### config.mk
export PLATFORM = sky130hd
export DESIGN_NAME = bot_motion_sequencer
export DESIGN_NICKNAME = d
export VERILOG_FILES = /design/src/rtl/bot_seq_pkg.sv /design/src/rtl/bot_cmd_fifo.sv /design/src/rtl/bot_motion_sequencer.sv
export SDC_FILE = /design/constraint.sdc
export NUM_CORES = 1
export LEC_CHECK = 0
export ABC_AREA = 1
export BUFFER_PORTS_ARGS = -buffer_cell sky130_fd_sc_hd__buf_2
export CAP_MARGIN = 40
export CORE_MARGIN = 1
export CORE_UTILIZATION = 39
export CTS_BUF_LIST = sky130_fd_sc_hd__clkbuf_16
export CTS_CLUSTER_SIZE = 25
export DETAILED_ROUTE_END_ITERATION = 8
export HOLD_SLACK_MARGIN = 0.03
export SLEW_MARGIN = 20
export SYNTH_ARGS = -nofsm -noshare
export SYNTH_HDL_FRONTEND = slang
export SYNTH_SLANG_ARGS = --single-unit
### constraint.sdc
create_clock -name clk_in -period 6.7 [get_ports clk_in]
set_input_delay 0.335 -clock clk_in [delete_from_list [all_inputs] [get_ports clk_in]]
set_output_delay 0.335 -clock clk_in [all_outputs]
set_load 0.005 [all_outputs]
### src/rtl/bot_seq_pkg.sv
// Shared types and constants for the rojobot motion sequencer.
// Optional collision stop is enabled by defining BOT_SEQ_COLLISION_STOP_EN.
package bot_seq_pkg;

  localparam int unsigned CMD_TICK_W = 16;

  // Sensors_reg bit that reports a bumper hit.
  localparam int unsigned BOT_SNS_BUMP_BIT = 0;

  localparam logic [7:0] MOT_STOP  = 8'h00;
  localparam logic [7:0] MOT_FWD   = 8'h33;
  localparam logic [7:0] MOT_REV   = 8'hBB;
  localparam logic [7:0] MOT_LEFT  = 8'h3B;
  localparam logic [7:0] MOT_RIGHT = 8'hB3;

  typedef struct packed {
    logic [7:0]            motctl;
    logic [CMD_TICK_W-1:0] ticks;
  } bot_cmd_t;

  typedef enum logic [1:0] {
    IDLE = 2'd0,
    LOAD = 2'd1,
    RUN  = 2'd2
  } seq_state_e;

endpackage

### src/rtl/bot_cmd_fifo.sv
// Synchronous command FIFO with a registered occupancy count and a flush.
// Pushes into a full FIFO and pops from an empty one are ignored.
module bot_cmd_fifo #(
  parameter int unsigned DEPTH = 8,
  parameter int unsigned WIDTH = 24
) (
  input  logic                   clk_in,
  input  logic                   reset,
  input  logic                   flush,
  input  logic                   push,
  input  logic                   pop,
  input  logic [WIDTH-1:0]       wdata,
  output logic [WIDTH-1:0]       rdata,
  output logic [$clog2(DEPTH):0] count,
  output logic                   full,
  output logic                   empty
);

  localparam int unsigned PW = $clog2(DEPTH);
  localparam logic [PW:0] DepthC = (PW+1)'(DEPTH);

  logic [WIDTH-1:0] mem [DEPTH];
  logic [PW-1:0]    wptr_q, rptr_q;
  logic [PW:0]      count_q;
  logic             push_ok, pop_ok;

  assign full    = (count_q == DepthC);
  assign empty   = (count_q == '0);
  assign push_ok = push & ~full;
  assign pop_ok  = pop & ~empty;
  assign rdata   = mem[rptr_q];
  assign count   = count_q;

  // Pointers wrap naturally because DEPTH is a power of two.
  always_ff @(posedge clk_in) begin
    if (reset || flush) begin
      wptr_q  <= '0;
      rptr_q  <= '0;
      count_q <= '0;
    end else begin
      if (push_ok) wptr_q <= wptr_q + 1'b1;
      if (pop_ok)  rptr_q <= rptr_q + 1'b1;
      count_q <= count_q + {{PW{1'b0}}, push_ok} - {{PW{1'b0}}, pop_ok};
    end
  end

  always_ff @(posedge clk_in) begin
    if (push_ok && !reset && !flush) mem[wptr_q] <= wdata;
  end

endmodule

### src/rtl/bot_motion_sequencer.sv
// Timed MotCtl sequencer for rojobot31 plus the bot-update interrupt flag.
// Define BOT_SEQ_COLLISION_STOP_EN to abort the queue on a bumper hit.
module bot_motion_sequencer
  import bot_seq_pkg::*;
#(
  parameter int unsigned FIFO_DEPTH = 8,
  parameter int unsigned TICK_W     = 16,
  parameter logic [7:0]  STOP_CODE  = 8'h00
) (
  input  logic                        clk_in,
  input  logic                        reset,
  input  logic                        cmd_valid,
  output logic                        cmd_ready,
  input  logic [7:0]                  cmd_motctl,
  input  logic [TICK_W-1:0]           cmd_ticks,
  input  logic                        flush,
  input  logic                        upd_sysregs,
  input  logic [7:0]                  sensors_reg,
  input  logic                        int_ack,
  output logic [7:0]                  motctl_out,
  output logic                        busy,
  output logic [$clog2(FIFO_DEPTH):0] fifo_count,
  output logic                        bot_updt_irq,
  output logic                        abort_flag
);

  localparam logic [1:0] StIdle = IDLE;
  localparam logic [1:0] StLoad = LOAD;
  localparam logic [1:0] StRun  = RUN;

  logic [1:0]        state_q, state_d;
  logic [TICK_W-1:0] remain_q, remain_d;
  logic [7:0]        motctl_q, motctl_d;
  logic              upd_q, upd_edge, irq_q;
  logic              collide, hold, abort;
  logic              fifo_full, fifo_empty;
  logic [7+TICK_W:0] head;
  logic [7:0]        head_motctl;
  logic [TICK_W-1:0] head_ticks;

  assign upd_edge = upd_sysregs & ~upd_q;

`ifdef BOT_SEQ_COLLISION_STOP_EN
  logic bump, abort_q;
  assign bump    = sensors_reg[BOT_SNS_BUMP_BIT];
  assign collide = bump && (state_q == StLoad || state_q == StRun);
  // A bump seen while idle only defers the next load.
  assign hold    = bump;

  always_ff @(posedge clk_in) begin
    if (reset)        abort_q <= 1'b0;
    else if (collide) abort_q <= 1'b1;
    else if (flush)   abort_q <= 1'b0;
  end
  assign abort_flag = abort_q;
`else
  logic unused_sensors;
  assign unused_sensors = ^sensors_reg;
  assign collide        = 1'b0;
  assign hold           = 1'b0;
  assign abort_flag     = 1'b0;
`endif

  assign abort = flush | collide;

  bot_cmd_fifo #(
    .DEPTH (FIFO_DEPTH),
    .WIDTH (8 + TICK_W)
  ) u_fifo (
    .clk_in (clk_in),
    .reset  (reset),
    .flush  (abort),
    .push   (cmd_valid),
    .pop    (state_q == StLoad),
    .wdata  ({cmd_motctl, cmd_ticks}),
    .rdata  (head),
    .count  (fifo_count),
    .full   (fifo_full),
    .empty  (fifo_empty)
  );

  assign head_motctl = head[7+TICK_W:TICK_W];
  assign head_ticks  = head[TICK_W-1:0];
  assign cmd_ready   = ~fifo_full;

  always_comb begin
    state_d  = state_q;
    remain_d = remain_q;
    motctl_d = motctl_q;
    if (abort) begin
      state_d  = StIdle;
      remain_d = '0;
      motctl_d = STOP_CODE;
    end else begin
      unique case (state_q)
        StIdle: begin
          motctl_d = STOP_CODE;
          if (!fifo_empty && !hold) state_d = StLoad;
        end
        StLoad: begin
          motctl_d = head_motctl;
          remain_d = (head_ticks == '0) ? TICK_W'(1) : head_ticks;
          state_d  = StRun;
        end
        StRun: begin
          if (upd_edge) begin
            if (remain_q == TICK_W'(1)) begin
              // Keep driving the old code through LOAD so there is no STOP glitch.
              if (fifo_empty) begin
                state_d  = StIdle;
                motctl_d = STOP_CODE;
              end else begin
                state_d = StLoad;
              end
            end else begin
              remain_d = remain_q - TICK_W'(1);
            end
          end
        end
        default: state_d = StIdle;
      endcase
    end
  end

  always_ff @(posedge clk_in) begin
    if (reset) begin
      state_q  <= StIdle;
      remain_q <= '0;
      motctl_q <= STOP_CODE;
      upd_q    <= 1'b0;
      irq_q    <= 1'b0;
    end else begin
      state_q  <= state_d;
      remain_q <= remain_d;
      motctl_q <= motctl_d;
      upd_q    <= upd_sysregs;
      if (upd_edge)     irq_q <= 1'b1;
      else if (int_ack) irq_q <= 1'b0;
    end
  end

  assign motctl_out   = motctl_q;
  assign busy         = (state_q == StRun);
  assign bot_updt_irq = irq_q;

endmodule
==> impl_metrics.py <==
metrics = {
    "routing": {
        "drtIter0Drc": 550,
        "drc": 0,
        "firstDrtPassIters": 7,
        "vias_per_cell": 4.83,
        "drtAntennaViolNets": 0,
        "vias": 6825,
        "wl_per_cell_um": 15.3,
        "wl_um": 21600,
    },
    "power_and_ir_drop": {
        "p_comb_frac": 0.037,
        "ir_drop_mv": 0.128,
        "powerDensity_nw_per_um2": 259,
        "swShare": 0.206,
        "p_seq_frac": 0.533,
        "power.leakage_nw": 4.71,
        "clockPowerShare": 0.431,
        "p_sw_mw": 0.612,
        "p_int_mw": 2.36,
    },
    "clocking": {
        "clk_pin_slew_ns": 0.06,
        "post_cts_resize_count": 0,
        "cts_buffer_depth": 3,
        "clockRootBuffer": "clkbuf_16",
        "hold_buffers": 1,
        "cts_setup_buffers": 0,
        "htree_levels": 1,
        "clock_latency_ns": 0.52,
        "cts_tree": "done",
        "cts_buffers": 25,
        "cts.sinks": 233,
    },
    "final_layout": {
        "drive_gt1_frac": 0.107,
        "syn_to_final_growth_pct": 13.4,
        "final-seq-area_um2": 6590,
        "fin_nets": 1114,
        "utilization": 0.452,
        "multiInputGateArea_um2": 2810,
        "fill_cells": 2308,
    },
    "floorplan": {
        "die_area_um2": 26500,
        "num_rows": 58,
        "fp.dieW_um": 163,
        "start_util": 0.399,
        "die_h_um": 163,
        "core-area_um2": 25300,
        "boundaryPins": 54,
    },
    "grt": {
        "grt_overflow_total": 0,
        "grt_pass1_vias": 6671,
        "gr-usage-all-layers": 0.170,
        "grt_max_degree": 65,
        "grt_antenna_before_repair": 2,
        "grt_pass1_wl_um": 34800,
    },
    "logic_synthesis": {
        "synth_area_per_cell_um2": 9.90,
        "ys_ff_latch": 233,
        "synth_fp_nets": 1069,
        "synth_area_leaders": "edfxtp_1, nand2_1, dfxtp_1, inv_1, nor2_1",
        "synth-edff-count": 192,
        "yosysWarnings": 0,
        "yosys_most_used_dff": "edfxtp_1",
        "synth_top_cell_by_area": "edfxtp_1",
        "synthDistinctLibCells": 36,
        "synth_cells": 1020,
        "syn-cell-area_um2": 10100,
        "synth_top_area_frac": 0.571,
        "yosysSeqAreaShare": 0.652,
        "synth.most_common_cell": "nand2_1",
        "synthArstFlopShare": 0,
        "synth_commonest_cells": "nand2_1, edfxtp_1, inv_1",
    },
    "timing": {
        "setup_viol": 0,
        "skew_ns": 0.0143,
        "fmax_ghz": 0.408,
        "fin_crit_sh": 0.365,
        "worst-slew-pin-transition_ns": 0.644,
        "drv_slew": 0,
        "finalHoldViolCount": 0,
        "rsz0062_at_grt": "false",
        "setup-tns-final_ns": 0,
        "period_minus_slack_ns": 2.45,
        "slew_headroom": 0.571,
    },
    "setup_path": {
        "cp.arrival_ns": 2.90,
        "crit_type": "reg2reg",
        "worstPathRequired_ns": 7.15,
        "worstPathMaxFanout": 49,
        "worstSetupEndpointType": "flip-flop",
        "startpoint_type": "flip-flop",
    },
    "outcome": {
        "status": "completed",
    },
    "place": {
        "place_congestion": 0.799,
        "hpwl_um": 12100,
        "io_buffers": 44,
    },
    "worst_hold_path": {
        "hold_class": "in2reg",
    },
    "job": {
        "max_cap_viol_count": 0,
    },
}
metrics by stage:
stage	setup slack (ns)	area (um2)	cells	hold slack (ns)	power [mW]
finish	4.25	11500	1414	0.0532	2.97
CTS	4.22	11500	1412	0.0454	3.00
floorplan	4.15	10100	1020	0.404	1.68
detailed placement	4.23	10700	1367	0.441	1.72
global placement	3.99	10600	1364	0.431	1.72
global route	3.97	11500	1412	0.0738	3.07
worst paths after layout:
path | startpoint | end | slack [ns] | cells after the start
hold reg to reg | state_q[0]$_SDFFE_PP0P_ | state_q[0]$_SDFFE_PP0P_ | 0.45 | 1
setup reg to reg | flip-flop | remain_q[0]$_SDFFE_PP0P_ | 4.25 | 14
setup / recovery | flip-flop | remain_q[0]$_SDFFE_PP0P_ | 4.25 | 14
hold / removal | upd_sysregs | upd_q$_SDFF_PP0_ | 0.05 | 3
placed cells by master, fill, tap and decap left out, drive strengths merged, types with 3 or more instances in the layout:
master | synthesis | layout
o211ai | 3 | 3
ha | 10 | 10
dfxtp | 41 | 41
a211oi | 7 | 7
nor2 | 123 | 123
nand3 | 62 | 62
clkbuf | 15 | 25
a21oi | 35 | 35
o311ai | 16 | 16
buf | 30 | 62
nand2 | 296 | 296
inv | 126 | 132
clkinv | 1 | 12
edfxtp | 192 | 192
o21ai | 48 | 48
power groups by stage:
stage | clock network, mW | logic, mW | registers [mW]
6_report | 1.28 | 0.109 | 1.58
5_1_grt | 1.36 | 0.126 | 1.58
4_1_cts | 1.31 | 0.110 | 1.58
3_5_place_dp | 0 | 0.109 | 1.61
3_3_place_gp | 0 | 0.107 | 1.61
2_1_floorplan | 0 | 0.0662 | 1.61
final cells by class:
| class | instances | share of cell area |
|---|---|---|
| multi-input cells | 615 | 0.245 |
| clock buffers | 25 | 0.0546 |
| well taps | 330 | 0.0360 |
| repair buffers | 63 | 0.0354 |
| clock inverters | 19 | 0.0118 |
| diodes | 2 | 0.000437 |
| inverters | 127 | 0.0416 |
| flip-flops and latches | 233 | 0.575 |
logic make-up after synthesis:
logic type / count (synthesis) / synth area share
AND/OR/NAND/NOR: 487 / 0.192
XOR/XNOR: 2 / 0.00173
other: 1 / 0.000371
buffers and inverters: 172 / 0.0717
adder cells (fa/ha/maj): 11 / 0.0144
flip-flops: 233 / 0.652
AO/OA/AOI/OAI: 114 / 0.0674
worst max-delay path: stages (launching register included):
cell and delay [ns]:
dfxtp_1 0.30, buf_4 0.51, inv_1 0.12, buf_4 0.35
nand3_1 0.18, nand2_1 0.07, nand2_1 0.06, nand2_1 0.18
nor2_1 0.15, nand2_1 0.07, nor2_1 0.09, nand2_1 0.05
nand2_1 0.06, nand2_1 0.05, a21oi_1 0.11
routing by layer:
metal  track usage  vias to the layer above  routed length (um)
li1              -                     3444                   -
met1         0.215                     3207                9360
met2         0.291                      128               10600
met3        0.0311                       44                1090
met4        0.0603                        2                 533
met5             0                        -                  13
flip-flops by register name, indices dropped and copies added, names as in the netlist, named ones only:
register	cells
remain_q	16
u_fifo.rptr_q	3
bot_updt_irq	1
motctl_out	8
u_fifo.wptr_q	3
u_fifo.mem	192
state_q	2
upd_q	1
u_fifo.count	4
(Power assumes the default switching activity.)
